===== src/rtl/kat_adc_autoconfig.sv =====
// Power-up register loader: replays a {reg addr, reg data} table into an ADC
// serialiser over a start/done handshake, with per-phase timeout and abort.
module kat_adc_autoconfig #(
   parameter int unsigned NUM_ENTRIES    = 8,
   parameter int unsigned POWERUP_CYCLES = 1024,
   parameter int unsigned TIMEOUT_CYCLES = 4096,
   parameter int unsigned AUTOSTART      = 0
) (
   input  logic        wb_clk_i,
   input  logic        wb_rst_i,
   input  logic        tbl_we,
   input  logic [3:0]  tbl_waddr,
   input  logic [19:0] tbl_wdata,
   input  logic [4:0]  num_entries,
   input  logic        trigger,
   input  logic        abort,
   output logic [3:0]  config_addr,
   output logic [15:0] config_data,
   output logic        config_start,
   input  logic        config_done,
   output logic        busy,
   output logic        seq_done,
   output logic        seq_error,
   output logic [3:0]  entry_idx
);

   typedef enum logic [2:0] {
      S_IDLE,
      S_PWAIT,
      S_ISSUE,
      S_ACCEPT,
      S_COMPLETE,
      S_ERROR
   } state_t;

   localparam int unsigned MAXC = (POWERUP_CYCLES > TIMEOUT_CYCLES) ? POWERUP_CYCLES : TIMEOUT_CYCLES;
   localparam int unsigned CW   = $clog2(MAXC + 1);
   localparam logic [CW-1:0] PW_LAST = CW'(POWERUP_CYCLES - 1);
   localparam logic [CW-1:0] TO_LAST = CW'(TIMEOUT_CYCLES - 1);
   localparam logic [4:0]    NUM_MAX = 5'(NUM_ENTRIES);

   state_t        r_state;
   logic [CW-1:0] r_cnt;
   logic [4:0]    r_idx;
   logic [4:0]    r_num;
   logic [19:0]   r_tbl [16];
   logic [3:0]    r_addr;
   logic [15:0]   r_data;
   logic          r_start;
   logic          r_done;
   logic          r_err;
   logic          r_auto_pend;

   logic          w_busy;
   logic          w_start_req;
   logic          w_timeout;
   logic          w_wr_ok;
   logic [4:0]    w_idx_next;
   logic [4:0]    w_num_clamped;
   logic [19:0]   w_entry;

   assign w_busy        = (r_state != S_IDLE);
   assign w_start_req   = (trigger || r_auto_pend) && !abort;
   assign w_timeout     = (r_cnt == TO_LAST);
   assign w_wr_ok       = tbl_we && !w_busy && (32'(tbl_waddr) < NUM_ENTRIES);
   assign w_idx_next    = r_idx + 5'd1;
   assign w_num_clamped = (num_entries > NUM_MAX) ? NUM_MAX : num_entries;
   assign w_entry       = r_tbl[r_idx[3:0]];

   assign config_addr  = r_addr;
   assign config_data  = r_data;
   assign config_start = r_start;
   assign busy         = w_busy;
   assign seq_done     = r_done;
   assign seq_error    = r_err;
   assign entry_idx    = r_idx[3:0];

   // Entries at or above NUM_ENTRIES are never written and stay at their reset value.
   always_ff @(posedge wb_clk_i or posedge wb_rst_i) begin
      if (wb_rst_i) begin
         for (int unsigned i = 0; i < 16; i++) begin
            r_tbl[i] <= '0;
         end
      end else if (w_wr_ok) begin
         r_tbl[tbl_waddr] <= tbl_wdata;
      end
   end

   always_ff @(posedge wb_clk_i or posedge wb_rst_i) begin
      if (wb_rst_i) begin
         r_state     <= S_IDLE;
         r_cnt       <= '0;
         r_idx       <= '0;
         r_num       <= '0;
         r_addr      <= '0;
         r_data      <= '0;
         r_start     <= 1'b0;
         r_done      <= 1'b0;
         r_err       <= 1'b0;
         r_auto_pend <= (AUTOSTART != 0);
      end else begin
         r_start <= 1'b0;
         // Abort preempts every active phase; ERROR itself only waits for the serialiser.
         if (abort && (r_state != S_IDLE) && (r_state != S_ERROR)) begin
            r_state <= S_ERROR;
            r_err   <= 1'b1;
            r_cnt   <= '0;
         end else begin
            case (r_state)
               S_IDLE: begin
                  if (w_start_req) begin
                     r_state     <= S_PWAIT;
                     r_done      <= 1'b0;
                     r_err       <= 1'b0;
                     r_idx       <= '0;
                     r_cnt       <= '0;
                     r_num       <= w_num_clamped;
                     r_auto_pend <= 1'b0;
                  end
               end
               S_PWAIT: begin
                  if (r_cnt == PW_LAST) begin
                     r_cnt <= '0;
                     if (r_num == 5'd0) begin
                        r_state <= S_IDLE;
                        r_done  <= 1'b1;
                     end else begin
                        r_state <= S_ISSUE;
                     end
                  end else begin
                     r_cnt <= r_cnt + 1'b1;
                  end
               end
               S_ISSUE: begin
                  if (config_done) begin
                     r_addr  <= w_entry[19:16];
                     r_data  <= w_entry[15:0];
                     r_start <= 1'b1;
                     r_state <= S_ACCEPT;
                     r_cnt   <= '0;
                  end else if (w_timeout) begin
                     r_state <= S_ERROR;
                     r_err   <= 1'b1;
                     r_cnt   <= '0;
                  end else begin
                     r_cnt <= r_cnt + 1'b1;
                  end
               end
               S_ACCEPT: begin
                  if (!config_done) begin
                     r_state <= S_COMPLETE;
                     r_cnt   <= '0;
                  end else if (w_timeout) begin
                     r_state <= S_ERROR;
                     r_err   <= 1'b1;
                     r_cnt   <= '0;
                  end else begin
                     r_cnt <= r_cnt + 1'b1;
                  end
               end
               S_COMPLETE: begin
                  if (config_done) begin
                     r_idx <= w_idx_next;
                     r_cnt <= '0;
                     if (w_idx_next == r_num) begin
                        r_state <= S_IDLE;
                        r_done  <= 1'b1;
                     end else begin
                        r_state <= S_ISSUE;
                     end
                  end else if (w_timeout) begin
                     r_state <= S_ERROR;
                     r_err   <= 1'b1;
                     r_cnt   <= '0;
                  end else begin
                     r_cnt <= r_cnt + 1'b1;
                  end
               end
               S_ERROR: begin
                  if (config_done) begin
                     r_state <= S_IDLE;
                     r_cnt   <= '0;
                  end
               end
               default: begin
                  r_state <= S_IDLE;
                  r_cnt   <= '0;
               end
            endcase
         end
      end
   end

endmodule


===== config.mk =====
export PLATFORM = sky130hd
export DESIGN_NAME = kat_adc_autoconfig
export DESIGN_NICKNAME = d
export VERILOG_FILES = /design/src/rtl/kat_adc_autoconfig.sv
export SDC_FILE = /design/constraint.sdc
export NUM_CORES = 1
export LEC_CHECK = 0
export BUFFER_PORTS_ARGS = -buffer_cell sky130_fd_sc_hd__buf_4
export CAP_MARGIN = 30
export CORE_MARGIN = 2
export CORE_UTILIZATION = 60
export DETAILED_ROUTE_END_ITERATION = 8
export PLACE_DENSITY = 0.78
export REMOVE_ABC_BUFFERS = 1
export SLEW_MARGIN = 20
export SYNTH_ARGS = -nofsm -noshare
export SYNTH_HDL_FRONTEND = slang
export SYNTH_SLANG_ARGS = --single-unit

===== constraint.sdc =====
create_clock -name wb_clk_i -period 21.2 [get_ports wb_clk_i]
set_input_delay 2.12 -clock wb_clk_i [delete_from_list [all_inputs] [get_ports wb_clk_i]]
set_output_delay 2.12 -clock wb_clk_i [all_outputs]
set_load 0.01 [all_outputs]

==> results.yml <==
global_route:
  grt.overflow.total: 0
  grt_max_degree: 125
  antenna_found_initial: 0
  grt_pass1_vias: 8834
  track_usage_pct: 22.7
  grt_pass1_wl_mm: 49.3
route:
  drtPass1Iterations: 5
  wl_per_cell_um: 22.0
  num_vias: 8246
  antenna_left: 0
  post-route-drc-count: 0
  routed_wl_mm: 30.2
  drt-initial-drc-count: 837
  viasPerCell: 6.01
floorplan:
  die_area_um2: 27600
  start_util_pct: 60.9
  pin_count: 63
  dieWidth_um: 166
  core_region_area_um2: 25900
  row_count: 59
  die_h_um: 166
clocking:
  clk_pin_slew_ps: 60
  root_buffer: "clkbuf_16"
  cts_resized: 0
  clk_latency_ps: 520
  cts_max_path_buffers: 3
  numClockSinks: 369
  numCtsBuffers: 37
  holdBufCountCts: 0
  cts_setup_buffers: 0
  cts_htree_levels: 2
  tritoncts: "yes"
timing:
  fin_hold_ws_ps: 369
  slew-limit-headroom_pct: 39.9
  setup_tns_ps: 0
  setup_viol: 0
  max_freq_mhz: 249
  period_needed_ps: 4020
  worst_pin_slew_ps: 898
  hold_viol_final: 0
  min_period_over_period_pct: 19.0
  drv_slew: 0
  finClkSkew_ps: 15.4
  rsz0062_at_grt: "no"
synth:
  avgSynthCellArea_um2: 14.2
  ys_seq_area_share_pct: 58.5
  ys_types: 60
  synth-main-ff-cell: "dfrtp_1"
  synth_area_um2: 15800
  async_reset_ff_share_pct: 100
  synthCells: 1113
  yosys_register_bits: 369
  yosys_warnings: 0
  synth_edf_count: 0
min_path:
  min_path_type: "register to register"
setup_path:
  path_cells: "nor3_1 -> inv_1 -> buf_4"
  path_max_fanout: 26
  cp.arrival_ps: 1900
  worst_path_max_delay_cell: "dfrtp_1"
  path_class: "register to primary output"
  max_stage_delay_ps: 690
  critPathCaptureType: "primary output"
  required_ps: 19080
  cp-start-kind: "register"
final_layout:
  synthToLayoutAreaGrowth_pct: 8.47
  final_common_cell: "dfrtp_1"
  nNetsFinal: 1049
  diodes: 0
  instances_no_fill: 1371
  post-route-util_pct: 66.1
  drive_gt1_share_pct: 37.9
  final_cell_mix: "367 x dfrtp_1, 139 x mux2_2, 80 x mux4_2, 80 x buf_4, 45 x mux2i_1"
status:
  status: "complete, no violations"
placed_design:
  gp_congestion: 0.843
  place_inst: 1306
  io_buffers: 62
  place_hpwl_mm: 17.4
pwr:
  p_per_area_nw_per_um2: 118
  leakage_nw: 8.42
  ir_drop_mv: 0.0727
  finalPower_w: 0.00203
job:
  maxCapViolations: 0
## sequential cells by signal (all words and copies together) (netlist names), 3 cells and up
signal,flops
r_state,3
r_idx,5
r_num,5
config_data,16
r_tbl,320
config_addr,4
r_cnt,13
## per-stage QoR
step / area, um2 / setup WS, ps
after global placement: 15900 / 16670
after detailed placement: 15900 / 16950
final: 17100 / 17180
after CTS: 17100 / 17170
after global routing: 17100 / 17020
after floorplan: 14800 / 8830
## where the power goes
| part | switching [W] | internal [W] |
|---|---|---|
| Sequential | 0.000113 | 0.000841 |
| Clock | 0.000259 | 0.000375 |
| Combinational | 0.000177 | 0.000261 |
## worst max-delay path: cells and delay by family, from the launching register on
family	cells	cell delay (ps)
and+or+nand+nor	1	480
buffers and inverters	2	220
DFF	1	690
## synthesized netlist by cell type, types with 12 or more instances
cell type,count,area (um2)
nand3_1,22,110
a21o_1,21,158
buf_4,13,97.6
mux2_4,20,300
o21ai_0,20,100
dfrtp_1,369,9230
buf_2,30,150
o22ai_1,23,144
mux2_2,139,1570
mux2i_1,45,450
nor2_1,12,45.0
nand2_1,29,109
clkbuf_1,172,646
mux4_2,80,1800
## cell families (layout without fill, tap and decap cells)
kind of cell	after synthesis	count (layout)	share of synthesized area, %
buffers and inverters	235	158	6.42
muxes	286	286	26.2
DFF	369	369	58.5
and+or+nand+nor	110	110	3.85
adders and majority gates	2	2	0.159
AOI/OAI and AO/OA	103	103	4.37
xor gates and xnor gates	8	8	0.444
## area by class of cell
class	instances	area, um2
tap	335	419
multi-input combinational	509	5550
inverter	12	52.6
sequential	369	9240
fill	1776	8790
clock buffer	55	1120
clock inverter	8	68.8
timing repair buffer	83	668
## path summary, 6_finish.rpt
path / start / end / slack, ps / cells past startpoint
worst max register to register: r_state[1] / r_tbl[260] / 18220 / 5
worst min register to register: r_tbl[71] / r_tbl[71] / 370 / 0
max in group asynchronous: wb_rst_i / r_tbl[59] / 18090 / 4
worst max-delay path: r_state[1] / busy / 17180 / 3
min in group asynchronous: wb_rst_i / r_cnt[6] / 1780 / 2
worst min-delay path: r_tbl[71] / r_tbl[71] / 370 / 0
## per-layer routing
layer | global-route usage, % | wire length [um] | vias up
met5 | 0 | 0 | -
met1 | 34.9 | 14100 | 4331
met4 | 5.71 | 492 | 0
met3 | 3.62 | 1370 | 43
li1 | - | - | 3690
met2 | 34.7 | 14200 | 182
Power figures use the tool's default switching activity.
